--- src/rtl/uart_rx_frame.sv ---
// UART receive framer: oversampled start detection, centre sampling of data/parity/stop,
// and one registered FIFO write (word + error flags) per received frame.
module uart_rx_frame #(
    parameter int unsigned OSR         = 16,
    parameter int unsigned SYNC_STAGES = 2
) (
    input  logic       clk,
    input  logic       rst_n,
    input  logic       baud_pulse,
    input  logic       rx,
    input  logic       pen,
    input  logic       eps,
    input  logic       sticky_parity,
    input  logic [1:0] wls,
    output logic       push,
    output logic [7:0] dout,
    output logic       pe,
    output logic       fe,
    output logic       bi,
    output logic       rx_busy
);

    localparam int unsigned CNT_W = $clog2(OSR);
    localparam logic [CNT_W-1:0] CNT_MID = CNT_W'(OSR / 2 - 1);
    localparam logic [CNT_W-1:0] CNT_TOP = CNT_W'(OSR - 1);

    typedef enum logic [2:0] {
        IDLE,
        START,
        DATA,
        PARITY,
        STOP,
        BRK_WAIT
    } state_e;

    state_e                   state_q, state_d;
    logic [SYNC_STAGES-1:0]   sync_q, sync_d;
    logic [CNT_W-1:0]         cnt_q, cnt_d;
    logic [2:0]               bitcnt_q, bitcnt_d;
    logic [7:0]               shift_q, shift_d;
    logic                     pbit_q, pbit_d;
    logic [1:0]               wls_q, wls_d;
    logic                     pen_q, pen_d;
    logic                     push_q, push_d;
    logic [7:0]               dout_q, dout_d;
    logic                     pe_q, pe_d;
    logic                     fe_q, fe_d;
    logic                     bi_q, bi_d;
    logic                     rx_busy_q, rx_busy_d;

    logic                     rx_s;
    logic                     exp_par;
    logic [2:0]               bit_pos;

    assign rx_s    = sync_q[SYNC_STAGES-1];
    assign bit_pos = {1'b1, wls_q} - bitcnt_q;

    // Expected parity bit; unused MSBs of shift_q are zero so the reduction covers only data.
    always_comb begin
        exp_par = 1'b0;
        case ({sticky_parity, eps})
            2'b00:   exp_par = ~(^shift_q);
            2'b01:   exp_par = ^shift_q;
            2'b10:   exp_par = 1'b1;
            default: exp_par = 1'b0;
        endcase
    end

    always_comb begin
        state_d   = state_q;
        cnt_d     = cnt_q;
        bitcnt_d  = bitcnt_q;
        shift_d   = shift_q;
        pbit_d    = pbit_q;
        wls_d     = wls_q;
        pen_d     = pen_q;
        push_d    = 1'b0;
        dout_d    = dout_q;
        pe_d      = pe_q;
        fe_d      = fe_q;
        bi_d      = bi_q;

        if (SYNC_STAGES > 1) begin
            sync_d = {sync_q[SYNC_STAGES-2:0], rx};
        end else begin
            sync_d = SYNC_STAGES'(rx);
        end

        if (baud_pulse) begin
            case (state_q)
                IDLE: begin
                    if (!rx_s) begin
                        state_d = START;
                        cnt_d   = CNT_MID;
                    end
                end
                START: begin
                    if (cnt_q != '0) begin
                        cnt_d = cnt_q - CNT_W'(1);
                    end else if (!rx_s) begin
                        state_d  = DATA;
                        cnt_d    = CNT_TOP;
                        bitcnt_d = {1'b1, wls};
                        wls_d    = wls;
                        pen_d    = pen;
                        shift_d  = 8'h00;
                    end else begin
                        state_d = IDLE;
                    end
                end
                DATA: begin
                    if (cnt_q != '0) begin
                        cnt_d = cnt_q - CNT_W'(1);
                    end else begin
                        shift_d[bit_pos] = rx_s;
                        cnt_d            = CNT_TOP;
                        if (bitcnt_q != 3'd0) begin
                            bitcnt_d = bitcnt_q - 3'd1;
                        end else begin
                            state_d = pen_q ? PARITY : STOP;
                        end
                    end
                end
                PARITY: begin
                    if (cnt_q != '0) begin
                        cnt_d = cnt_q - CNT_W'(1);
                    end else begin
                        pbit_d  = rx_s;
                        cnt_d   = CNT_TOP;
                        state_d = STOP;
                    end
                end
                STOP: begin
                    if (cnt_q != '0) begin
                        cnt_d = cnt_q - CNT_W'(1);
                    end else begin
                        push_d  = 1'b1;
                        dout_d  = shift_q;
                        fe_d    = ~rx_s;
                        pe_d    = pen_q & (pbit_q != exp_par);
                        bi_d    = (shift_q == 8'h00) & (~pen_q | ~pbit_q) & ~rx_s;
                        state_d = rx_s ? IDLE : BRK_WAIT;
                    end
                end
                BRK_WAIT: begin
                    if (rx_s) begin
                        state_d = IDLE;
                    end
                end
                default: state_d = IDLE;
            endcase
        end

        rx_busy_d = (state_d != IDLE);
    end

    always_ff @(posedge clk or negedge rst_n) begin
        if (!rst_n) begin
            state_q   <= IDLE;
            sync_q    <= '1;
            cnt_q     <= '0;
            bitcnt_q  <= 3'd0;
            shift_q   <= 8'h00;
            pbit_q    <= 1'b0;
            wls_q     <= 2'b00;
            pen_q     <= 1'b0;
            push_q    <= 1'b0;
            dout_q    <= 8'h00;
            pe_q      <= 1'b0;
            fe_q      <= 1'b0;
            bi_q      <= 1'b0;
            rx_busy_q <= 1'b0;
        end else begin
            state_q   <= state_d;
            sync_q    <= sync_d;
            cnt_q     <= cnt_d;
            bitcnt_q  <= bitcnt_d;
            shift_q   <= shift_d;
            pbit_q    <= pbit_d;
            wls_q     <= wls_d;
            pen_q     <= pen_d;
            push_q    <= push_d;
            dout_q    <= dout_d;
            pe_q      <= pe_d;
            fe_q      <= fe_d;
            bi_q      <= bi_d;
            rx_busy_q <= rx_busy_d;
        end
    end

    assign push    = push_q;
    assign dout    = dout_q;
    assign pe      = pe_q;
    assign fe      = fe_q;
    assign bi      = bi_q;
    assign rx_busy = rx_busy_q;

endmodule
--- config.mk ---
export PLATFORM = sky130hd
export DESIGN_NAME = uart_rx_frame
export DESIGN_NICKNAME = d
export VERILOG_FILES = /design/src/rtl/uart_rx_frame.sv
export SDC_FILE = /design/constraint.sdc
export NUM_CORES = 1
export LEC_CHECK = 0
export BUFFER_PORTS_ARGS = -buffer_cell sky130_fd_sc_hd__buf_4
export CAP_MARGIN = 20
export CORE_MARGIN = 3
export CORE_UTILIZATION = 30
export CTS_CLUSTER_SIZE = 8
export DETAILED_ROUTE_END_ITERATION = 12
export PLACE_DENSITY_LB_ADDON = 0.3
export SLEW_MARGIN = 20
export SYNTH_ARGS = -nofsm -noshare
export SYNTH_HDL_FRONTEND = slang
export SYNTH_SLANG_ARGS = --single-unit
export TNS_END_PERCENT = 5
--- constraint.sdc ---
create_clock -name clk -period 5 [get_ports clk]
set_input_delay 1 -clock clk [delete_from_list [all_inputs] [get_ports clk]]
set_output_delay 1 -clock clk [all_outputs]
set_load 0.01 [all_outputs]
* After elaboration in Yosys (flattened, before gate mapping)
Cells that the tools add are included.
Storage, ports and cells: word-level logic and storage cells 94, register bits after elaboration 37
Cells by class: $lt $le $gt $ge 2, reductions and logical operators 17, equal/unequal tests 15, $add $sub $neg 3, mux-type cells 34, bitwise operators 9
Operator list (number):
- $mux W3 | 14
- $mux W8 | 3
- $mux W4 | 5
- $pmux W3 S6 | 1
- $pmux W4 S4 | 1
- $pmux W8 S2 | 1
- $ne A2 B2 Y1 const B | 6
- $reduce_and A5 Y1 | 2
- $bwmux W8 | 1
- $logic_not A8 Y1 | 1
- $reduce_bool A4 Y1 | 2
- $reduce_xor A8 Y1 | 1
- $eq A3 B2 Y1 const B | 2
- $eq A3 B3 Y1 const B | 2
- $pmux W3 S2 | 1
- $reduce_and A3 Y1 | 2
- $reduce_and A6 Y1 | 1
- $reduce_bool A3 Y1 | 2
- $not A1 Y1 | 5
- $lt A3 B4 Y1 const B | 1
- $mux W1 | 4
- $reduce_and A4 Y1 | 1
- $sub A4 B1 Y4 const B | 1
- $and A1 B1 Y1 | 3
- 17 further kinds | 17

* Longest topological paths before layout
Gate-level depths: netlist of the first run.
depth in word-level cells 8, depth in mapped cells 10

* Least setup slack after synthesis of the first run
Ideal clock, no wire load.
kind input to register, start point in baud_pulse, end point reg shift_q[1], buffers on the path 1, path slack 2.623 ns, data arrival time 2.267 ns, data required time 4.890 ns, cell stages on the path 5, setup time 0.110 ns, cell sequence or4bb_1 a211oi_4 buf_4 nand3_1 o41ai_1
On the way: word-level cells in the longest chain between the ends 1
RTL lines:
- start: declaration | RTL line 9 | input logic baud_pulse,
- $reduce_and A5 Y1 (no source line)
- end signal: assignment | RTL line 178 | shift_q <= shift_d;
- end: declaration | RTL line 40 | logic [7:0] shift_q, shift_d;
Every way passes these cells. A chain may end at the register's enable or synchronous reset.

* Final worst setup path of the first run
start point reg cnt_q[0], end point reg pe_q, in the netlist pe
On the way: word-level cells in the longest chain between the ends 3
RTL lines:
- start: declaration | RTL line 38 | logic [CNT_W-1:0] cnt_q, cnt_d;
- start signal: assignment | RTL line 176 | cnt_q <= cnt_d;
- $reduce_bool A4 Y1 | RTL line 134 | if (cnt_q != '0) begin
- $not A1 Y1 (no source line)
- $reduce_and A3 Y1 (no source line)
- end signal: assignment | RTL line 184 | pe_q <= pe_d;
- end: declaration | RTL line 46 | logic pe_q, pe_d;
Every way passes these cells.

==> flow_summary.toml, run 1 <==
[grt]
grt_max_degree = 38
track_usage = 0.109
grt_first_pass_wirelength_um = 6860
first_global_vias = 1496
antenna_found_initial = 0
grt-ovfl-total = 0

[critical_path]
crit_fanout = 23
r2r_slack_ns = 2.42
crit_end = "pe$_DFFE_PN0P_"
critPathCaptureType = "flip-flop"
r2r_end = "pe$_DFFE_PN0P_"
r2r_cells = 6
r2r_start = "cnt_q[0]$_DFFE_PN0P_"
start_kind = "flip-flop"
crit_type = "flip-flop to flip-flop"
critPathLaunch = "cnt_q[0]$_DFFE_PN0P_"
worst-endpoint-required_ns = 5.18
crit_arrival_ns = 2.76

[timing]
finalHoldViolations = 0
timing.hold.ws_ns = 0.360
post-route-period-util = 0.517
final_max_slew_viol_count = 0
rsz0062_at_grt = "false"
setup_ws_ns = 2.42
worst_pin_slew_ns = 0.703
max_freq_mhz = 387
tns_ns = 0
maxSlewHeadroom = 0.530
fin_crit_ns = 2.58
fin_skew_ns = 0.00605
setup_viol = 0

[synthesis]
seq_area_frac_synth = 0.444
synthAdderAreaFrac = 0.0574
synth-xor-area-share = 0.0335
netlist_area_um2 = 2090
async_flop_share = 1.00
ys_warn_count = 0
synth.net_count = 239
synth_compound_area_frac = 0.187
ys.flop_type = "dfrtp_1"
yosys.area_share.simple = 0.189
synth_edf_count = 0
synth_top_family_by_area = "simple AND/OR/NAND/NOR gates"
synth_cells = 221
synth_seq_cells = 37
muxShareOfSynthArea = 0.0311
post_synth.cell_area_avg_um2 = 9.47
synth_cell_types = 46

[pwr]
peakVddDrop_uv = 209
powerDensity_nw_per_um2 = 403
p_leak_nw = 1.04

[placed_design]
dpl_cell_area_um2 = 2300
dpl_worst_slack_ns = 2.13
dp_hpwl_um = 2950
dp.cells = 322
gp_congestion = 0.820
portBuffers = 21

[route]
vias = 1561
drt_iter0_drc = 83
ant_nets = 0
drtPass1Iterations = 4
routed_wl_um = 4040
avgViaCountPerCell = 4.73
drc_errors = 0
wire_per_inst_um = 12.2

[run_status]
status = "completed"

[floorplanning]
ios = 22
dieWidth_um = 89.5
die_h_um = 89.5
die_area_um2 = 8020
rows = 29
core-area_um2 = 6570
initial_core_util = 0.319

[run]
drv_cap = 0

[cts]
cts_num_sinks = 37
cts_tree = "yes"
cts-hold-fix-buffers = 0
htreeDepth = 2
insertion_delay_ns = 0.28
numCtsBuffers = 5
cts_setup_buffers = 0
clkSlewWorstSetupHoldPaths_ns = 0.07
clock_path_buffers = 2
post_cts_resized = 0
cts_root_buf = "clkbuf_8"

[cells_and_area]
layout.cells.non_filler = 330
final_cell_area_um2 = 2440
antennaDiodeCount = 0
final_cell_mix = "dfrtp_1, nand2_1, o21ai_0, buf_4, inv_1"
final_common_cell = "dfrtp_1"
fin_nets = 254
drive_above_1_share = 0.186
area_growth_syn_to_layout_pct = 16.5

[min_path]
hp-class = "flip-flop to flip-flop"
cells in the mapped netlist, types with 5 or more instances:
| cell type | n | share of area |
|---|---|---|
| a21oi_1 | 10 | 0.024 |
| o31ai_1 | 5 | 0.018 |
| inv_1 | 16 | 0.029 |
| nand3_1 | 9 | 0.022 |
| o21ai_0 | 23 | 0.055 |
| xnor2_1 | 6 | 0.025 |
| ha_1 | 8 | 0.048 |
| clkbuf_1 | 9 | 0.016 |
| nor2_1 | 8 | 0.014 |
| dfrtp_1 | 35 | 0.42 |
| nand2_1 | 24 | 0.043 |
through the flow:
step	power, mW	util
floorplan	0.609	-
global placement	0.683	0.351
detailed placement	0.685	0.351
CTS	0.993	0.371
global route	1.05	0.371
finish	0.984	0.371
registers in the layout, summed over array words and instances, names as in the netlist, 2 cells and up:
register and flops:
dout 8, shift_q 8, cnt_q 4, bitcnt_q 3
state_q 3, sync_q 2, wls_q 2
power by group:
part | switching (mW) | internal (mW)
registers | 0.0455 | 0.342
logic | 0.178 | 0.115
clock network | 0.105 | 0.198
total | 0.328 | 0.656
how the worst min path moves through the flow:
stage                        start                  end  slack (ns)  cells past startpoint
6_report       sync_q[0]$_DFF_PN1_  sync_q[1]$_DFF_PN1_        0.36                      0
5_1_grt        sync_q[0]$_DFF_PN1_  sync_q[1]$_DFF_PN1_        0.37                      0
4_1_cts        sync_q[0]$_DFF_PN1_  sync_q[1]$_DFF_PN1_        0.36                      0
3_5_place_dp   sync_q[0]$_DFF_PN1_  sync_q[1]$_DFF_PN1_        0.35                      0
3_3_place_gp   sync_q[0]$_DFF_PN1_  sync_q[1]$_DFF_PN1_        0.35                      0
2_1_floorplan  sync_q[0]$_DFF_PN1_  sync_q[1]$_DFF_PN1_        0.35                      0
worst max-delay path: stages (launching register included):
cell     delay (ns)
dfrtp_1        0.40
inv_1          0.08
ha_1           0.20
nor3b_1        0.58
and2_1         0.29
nand3_1        0.52
o31ai_1        0.42
cell families (layout without fill, tap and decap cells):
| logic type | Yosys count | in the layout |
|---|---|---|
| multiplexers | 6 | 6 |
| AO/OA/AOI/OAI | 59 | 59 |
| flip-flops | 37 | 37 |
| XOR/XNOR | 8 | 8 |
| adder cells (fa/ha/maj) | 9 | 9 |
| buffers and inverters | 29 | 45 |
| AND/OR/NAND/NOR | 73 | 73 |
final cells by class:
type	count	area, um2
clock buffers	5	68.8
multi-input cells	155	1040
fillers	665	4130
repair buffers	21	158
well taps	93	116
clock inverters	3	65.1
inverters	16	60.1
flip-flops and latches	37	928
layer usage:
layer,up-vias,track usage,wire length (um)
met1,727,0.153,2120
met3,7,0.0267,138
li1,805,-,-
met2,22,0.162,1730
met4,0,0.0392,58
met5,-,0,0
(Power assumes the default switching activity.)
==> run 2: changes to the inputs <==
Clock period 5 ns to 2.3 ns, I/O delays scaled along.
==> flow_summary.toml, run 2 (same netlist as run 1, synthesis figures left out) <==
[cts]
htreeDepth = 2
numCtsBuffers = 5
cts_root_buf = "clkbuf_8"
clock_path_buffers = 2
cts_setup_buffers = 0
cts_num_sinks = 37
clkSlewWorstSetupHoldPaths_ns = 0.08
cts_tree = "yes"
insertion_delay_ns = 0.29

[critical_path]
worst_path_largest_cell_delay_ns = 0.60
slowest_stage = "or4b_4"
critPathCaptureType = "flip-flop"
r2r_cells = 7
worstPathCellList = "inv_2 -> ha_4 -> or3b_4 -> or2_1 -> or4b_4 -> a21boi_4 -> mux2i_1"
critPathLaunch = "cnt_q[0]$_DFFE_PN0P_"
path_depth = 7
worst-endpoint-required_ns = 2.46
r2r_end = "bitcnt_q[1]$_DFFE_PN0P_"
start_kind = "flip-flop"
r2r_slack_ns = 0.05
r2r_start = "cnt_q[0]$_DFFE_PN0P_"
crit_end = "bitcnt_q[1]$_DFFE_PN0P_"
crit_family = "simple AND/OR/NAND/NOR gates"
crit_type = "flip-flop to flip-flop"
crit_arrival_ns = 2.42
path_buf_inv = 1
crit_fanout = 9

[pwr]
p_leak_nw = 1.06
intPower_mw = 1.35
p_switching_mw = 0.738
swShare = 0.353
pwr-share-comb = 0.324
power_frac_seq = 0.404
pwr-share-clk = 0.272
peakVddDrop_uv = 398
powerDensity_nw_per_um2 = 840

[placed_design]
dp_hpwl_um = 3030
portBuffers = 21
gp_congestion = 0.774
dpl_worst_slack_ns = -0.0460

[timing]
setup_ws_ns = 0.0468
final_max_slew_viol_count = 0
max_freq_mhz = 444
post-route-period-util = 0.980
worst_pin_slew_ns = 0.545
fin_skew_ns = 0.00679
rsz0062_at_grt = "true"
tns_ns = 0
finalHoldViolations = 0
setup_viol = 0
maxSlewHeadroom = 0.636
fin_crit_ns = 2.25
timing.hold.ws_ns = 0.127

[cells_and_area]
drive_above_1_share = 0.224
antennaDiodeCount = 0
area_growth_syn_to_layout_pct = 19.1
final_cell_mix = "dfrtp_1, buf_4, nand2_1, o21ai_0, inv_1"
fin_nets = 262
finish.utilization = 0.380
final_common_cell = "dfrtp_1"
nFillCells = 666

[floorplanning]
die_h_um = 89.5
rows = 29
ios = 22
initial_core_util = 0.319
dieWidth_um = 89.5
die_area_um2 = 8020
core-area_um2 = 6570

[route]
drt_iter0_drc = 121
routed_wl_um = 4080
avgViaCountPerCell = 4.63
drtPass1Iterations = 4
ant_nets = 0
wire_per_inst_um = 12.1
drc_errors = 0
vias = 1564

[grt]
track_usage = 0.117
grt-ovfl-total = 0
antenna_found_initial = 0
grt_first_pass_wirelength_um = 7290
grt_max_degree = 38
first_global_vias = 1523

[min_path]
hp-class = "input pin to async pin"

[run]
drv_cap = 0

[run_status]
status = "completed"
[run 2: final cells by class]
class / instances / area, um2 / share of cell area
Timing Repair Buffer: 29 / 218 / 0.0873
Sequential cell: 37 / 928 / 0.372
Clock buffer: 5 / 68.8 / 0.0276
Multi-Input combinational cell: 155 / 1050 / 0.423
Inverter: 16 / 60.1 / 0.0241
Clock inverter: 3 / 46.3 / 0.0186
Tap cell: 93 / 116 / 0.0467
[run 2: worst min-delay path by stage]
stage | cells past startpoint | slack [ns] | startpoint | end
global route | 1 | 0.16 | rst_n | bi$_DFFE_PN0P_
floorplan | 0 | 0.16 | rst_n | bi$_DFFE_PN0P_
finish | 1 | 0.13 | rst_n | cnt_q[2]$_DFFE_PN0P_
detailed placement | 0 | 0.35 | sync_q[0]$_DFF_PN1_ | sync_q[1]$_DFF_PN1_
CTS | 1 | 0.14 | rst_n | bi$_DFFE_PN0P_
global placement | 0 | 0.35 | sync_q[0]$_DFF_PN1_ | sync_q[1]$_DFF_PN1_
[run 2: per-stage QoR]
stage / power, mW / instance area (um2) / cells
2_1_floorplan: 1.32 / 2090 / 221
3_3_place_gp: 1.51 / 2360 / 330
3_5_place_dp: 1.53 / 2360 / 330
4_1_cts: 2.11 / 2480 / 338
5_1_grt: 2.26 / 2490 / 338
6_report: 2.09 / 2490 / 338
[run 2: metal layers]
layer  GRT usage  vias up  share of wire
li1            -      822              -
met1       0.158      718           0.50
met2       0.182       22           0.45
met3      0.0323        2          0.041
met4      0.0392        0         0.0076
met5           0        -              0
[run 2: worst reg2reg max path: cells and delay by family, from the launching register on]
| family | cells | cell delay, ns |
|---|---|---|
| adders and majority gates | 1 | 0.13 |
| buffers and inverters | 1 | 0.08 |
| muxes | 1 | 0.12 |
| AOI/OAI and AO/OA | 1 | 0.18 |
| DFF | 1 | 0.40 |
| and+or+nand+nor | 3 | 1.21 |
[run 2: timing repair]
action                     4_1_cts  5_1_grt
gates resized for setup          1        3
hold buffers                     0        0
pin swaps                        2        0
setup endpoints to repair        5        6
[run 2: power groups by stage]
stage / Sequential [mW] / Clock [mW] / Combinational, mW
after floorplan: 0.822 / 0 / 0.501
final: 0.847 / 0.569 / 0.678
after detailed placement: 0.856 / 0 / 0.670
after global routing: 0.863 / 0.625 / 0.768
after CTS: 0.845 / 0.593 / 0.670
after global placement: 0.853 / 0 / 0.657
==> run 3: changes to the inputs <==
Settings changed: MAX_ROUTING_LAYER set to met4.
==> flow_summary.toml, run 3 (same netlist as run 1, synthesis figures left out) <==
[pwr]
intPower_mw = 1.35
pwr-share-clk = 0.272
powerDensity_nw_per_um2 = 840
swShare = 0.353
peakVddDrop_uv = 399
pwr-share-comb = 0.324
p_switching_mw = 0.739
p_leak_nw = 1.06
power_frac_seq = 0.404

[cells_and_area]
antennaDiodeCount = 0
register_area_um2 = 928
final_cell_area_um2 = 2490
area_growth_syn_to_layout_pct = 19.1
fin_nets = 262
drive_above_1_share = 0.224
layout.cells.non_filler = 338
final_common_cell = "dfrtp_1"
nFillCells = 666
final_cell_mix = "dfrtp_1, buf_4, nand2_1, o21ai_0, inv_1"
multiInputGateArea_um2 = 1050

[cts]
cts_tree = "yes"
htreeDepth = 2
cts_num_sinks = 37
cts_root_buf = "clkbuf_8"
insertion_delay_ns = 0.29
clock_path_buffers = 2
numCtsBuffers = 5
clkSlewWorstSetupHoldPaths_ns = 0.08

[floorplanning]
core-area_um2 = 6570
ios = 22
die_area_um2 = 8020
die_h_um = 89.5
rows = 29
dieWidth_um = 89.5
initial_core_util = 0.319

[timing]
maxSlewHeadroom = 0.636
final_max_slew_viol_count = 0
worst_pin_slew_ns = 0.545
fin_crit_ns = 2.25
post-route-period-util = 0.979
timing.hold.ws_ns = 0.127
finalHoldViolations = 0
max_freq_mhz = 444
rsz0062_at_grt = "true"
setup_viol = 0
fin_skew_ns = 0.00659

[grt]
grt_max_degree = 38
first_global_vias = 1523
antenna_found_initial = 0
grt-ovfl-total = 0
grt_first_pass_wirelength_um = 7290
track_usage = 0.121

[route]
avgViaCountPerCell = 4.66
drc_errors = 0
ant_nets = 0
drt_iter0_drc = 103
wire_per_inst_um = 12.1
vias = 1575
routed_wl_um = 4090
drtPass1Iterations = 4

[run]
drv_cap = 0

[critical_path]
crit_arrival_ns = 2.42
critPathCaptureType = "flip-flop"
worst_path_largest_cell_delay_ns = 0.60
crit_family = "simple AND/OR/NAND/NOR gates"
crit_fanout = 9
worstPathCellList = "inv_2 -> ha_4 -> or3b_4 -> or2_1 -> or4b_4 -> a21boi_4 -> mux2i_1"
slowest_stage = "or4b_4"
worst-endpoint-required_ns = 2.46
path_buf_inv = 1
crit_type = "flip-flop to flip-flop"
start_kind = "flip-flop"

[placed_design]
portBuffers = 21
dp_hpwl_um = 3030
gp_congestion = 0.785
dp.cells = 330
dpl_cell_area_um2 = 2360

[run_status]
status = "completed"

[min_path]
hp-class = "input pin to async pin"
-- run 3: cell counts in the layout (fill, tap and decap cells not counted) --
No cell type changed its count.
-- run 3: final timing paths --
check | from | endpoint | slack (ns) | depth (start not counted)
hold / removal | rst_n | cnt_q[2]$_DFFE_PN0P_ | 0.13 | 1
setup / recovery | cnt_q[0]$_DFFE_PN0P_ | bitcnt_q[1]$_DFFE_PN0P_ | 0.05 | 7
setup reg to reg | cnt_q[0]$_DFFE_PN0P_ | bitcnt_q[1]$_DFFE_PN0P_ | 0.05 | 7
max in group asynchronous | rst_n | sync_q[0]$_DFF_PN1_ | 1.83 | 1
min in group clk | rx | sync_q[0]$_DFF_PN1_ | 0.27 | 1
hold reg to reg | sync_q[0]$_DFF_PN1_ | sync_q[1]$_DFF_PN1_ | 0.36 | 0
-- run 3: final cells by class --
class / count / area share
sequential: 37 / 0.372
clock inverter: 3 / 0.0186
tap: 93 / 0.0467
multi-input combinational: 155 / 0.423
inverter: 16 / 0.0241
timing repair buffer: 29 / 0.0873
clock buffer: 5 / 0.0276
-- run 3: through the flow --
step                      TNS [ns]  setup WS (ns)  total power, mW  utilization
after floorplan                  0         0.0548             1.32            -
after global placement           0         0.0152             1.51        0.360
after detailed placement    -0.137        -0.0460             1.53        0.360
after CTS                  -0.0302        -0.0257             2.11        0.378
after global routing       -0.0393        -0.0268             2.26        0.380
final                            0         0.0479             2.09        0.380
-- run 3: timing repair --
item,CTS,global route
gates resized for setup,1,3
hold buffers,0,0
setup buffers,0,0
pin swaps,2,0
setup endpoints to repair,5,6
-- run 3: power by group through the flow --
stage	combinational [mW]	sequential [mW]	clock [mW]
2_1_floorplan	0.501	0.822	0
3_3_place_gp	0.657	0.853	0
3_5_place_dp	0.670	0.856	0
4_1_cts	0.670	0.845	0.593
5_1_grt	0.768	0.863	0.625
6_report	0.678	0.847	0.569
-- run 3: routing by layer --
metal,track usage,routed length [um]
met1,0.158,2070
met2,0.182,1820
met3,0.0313,173
met4,0.0392,29
met5,-,0
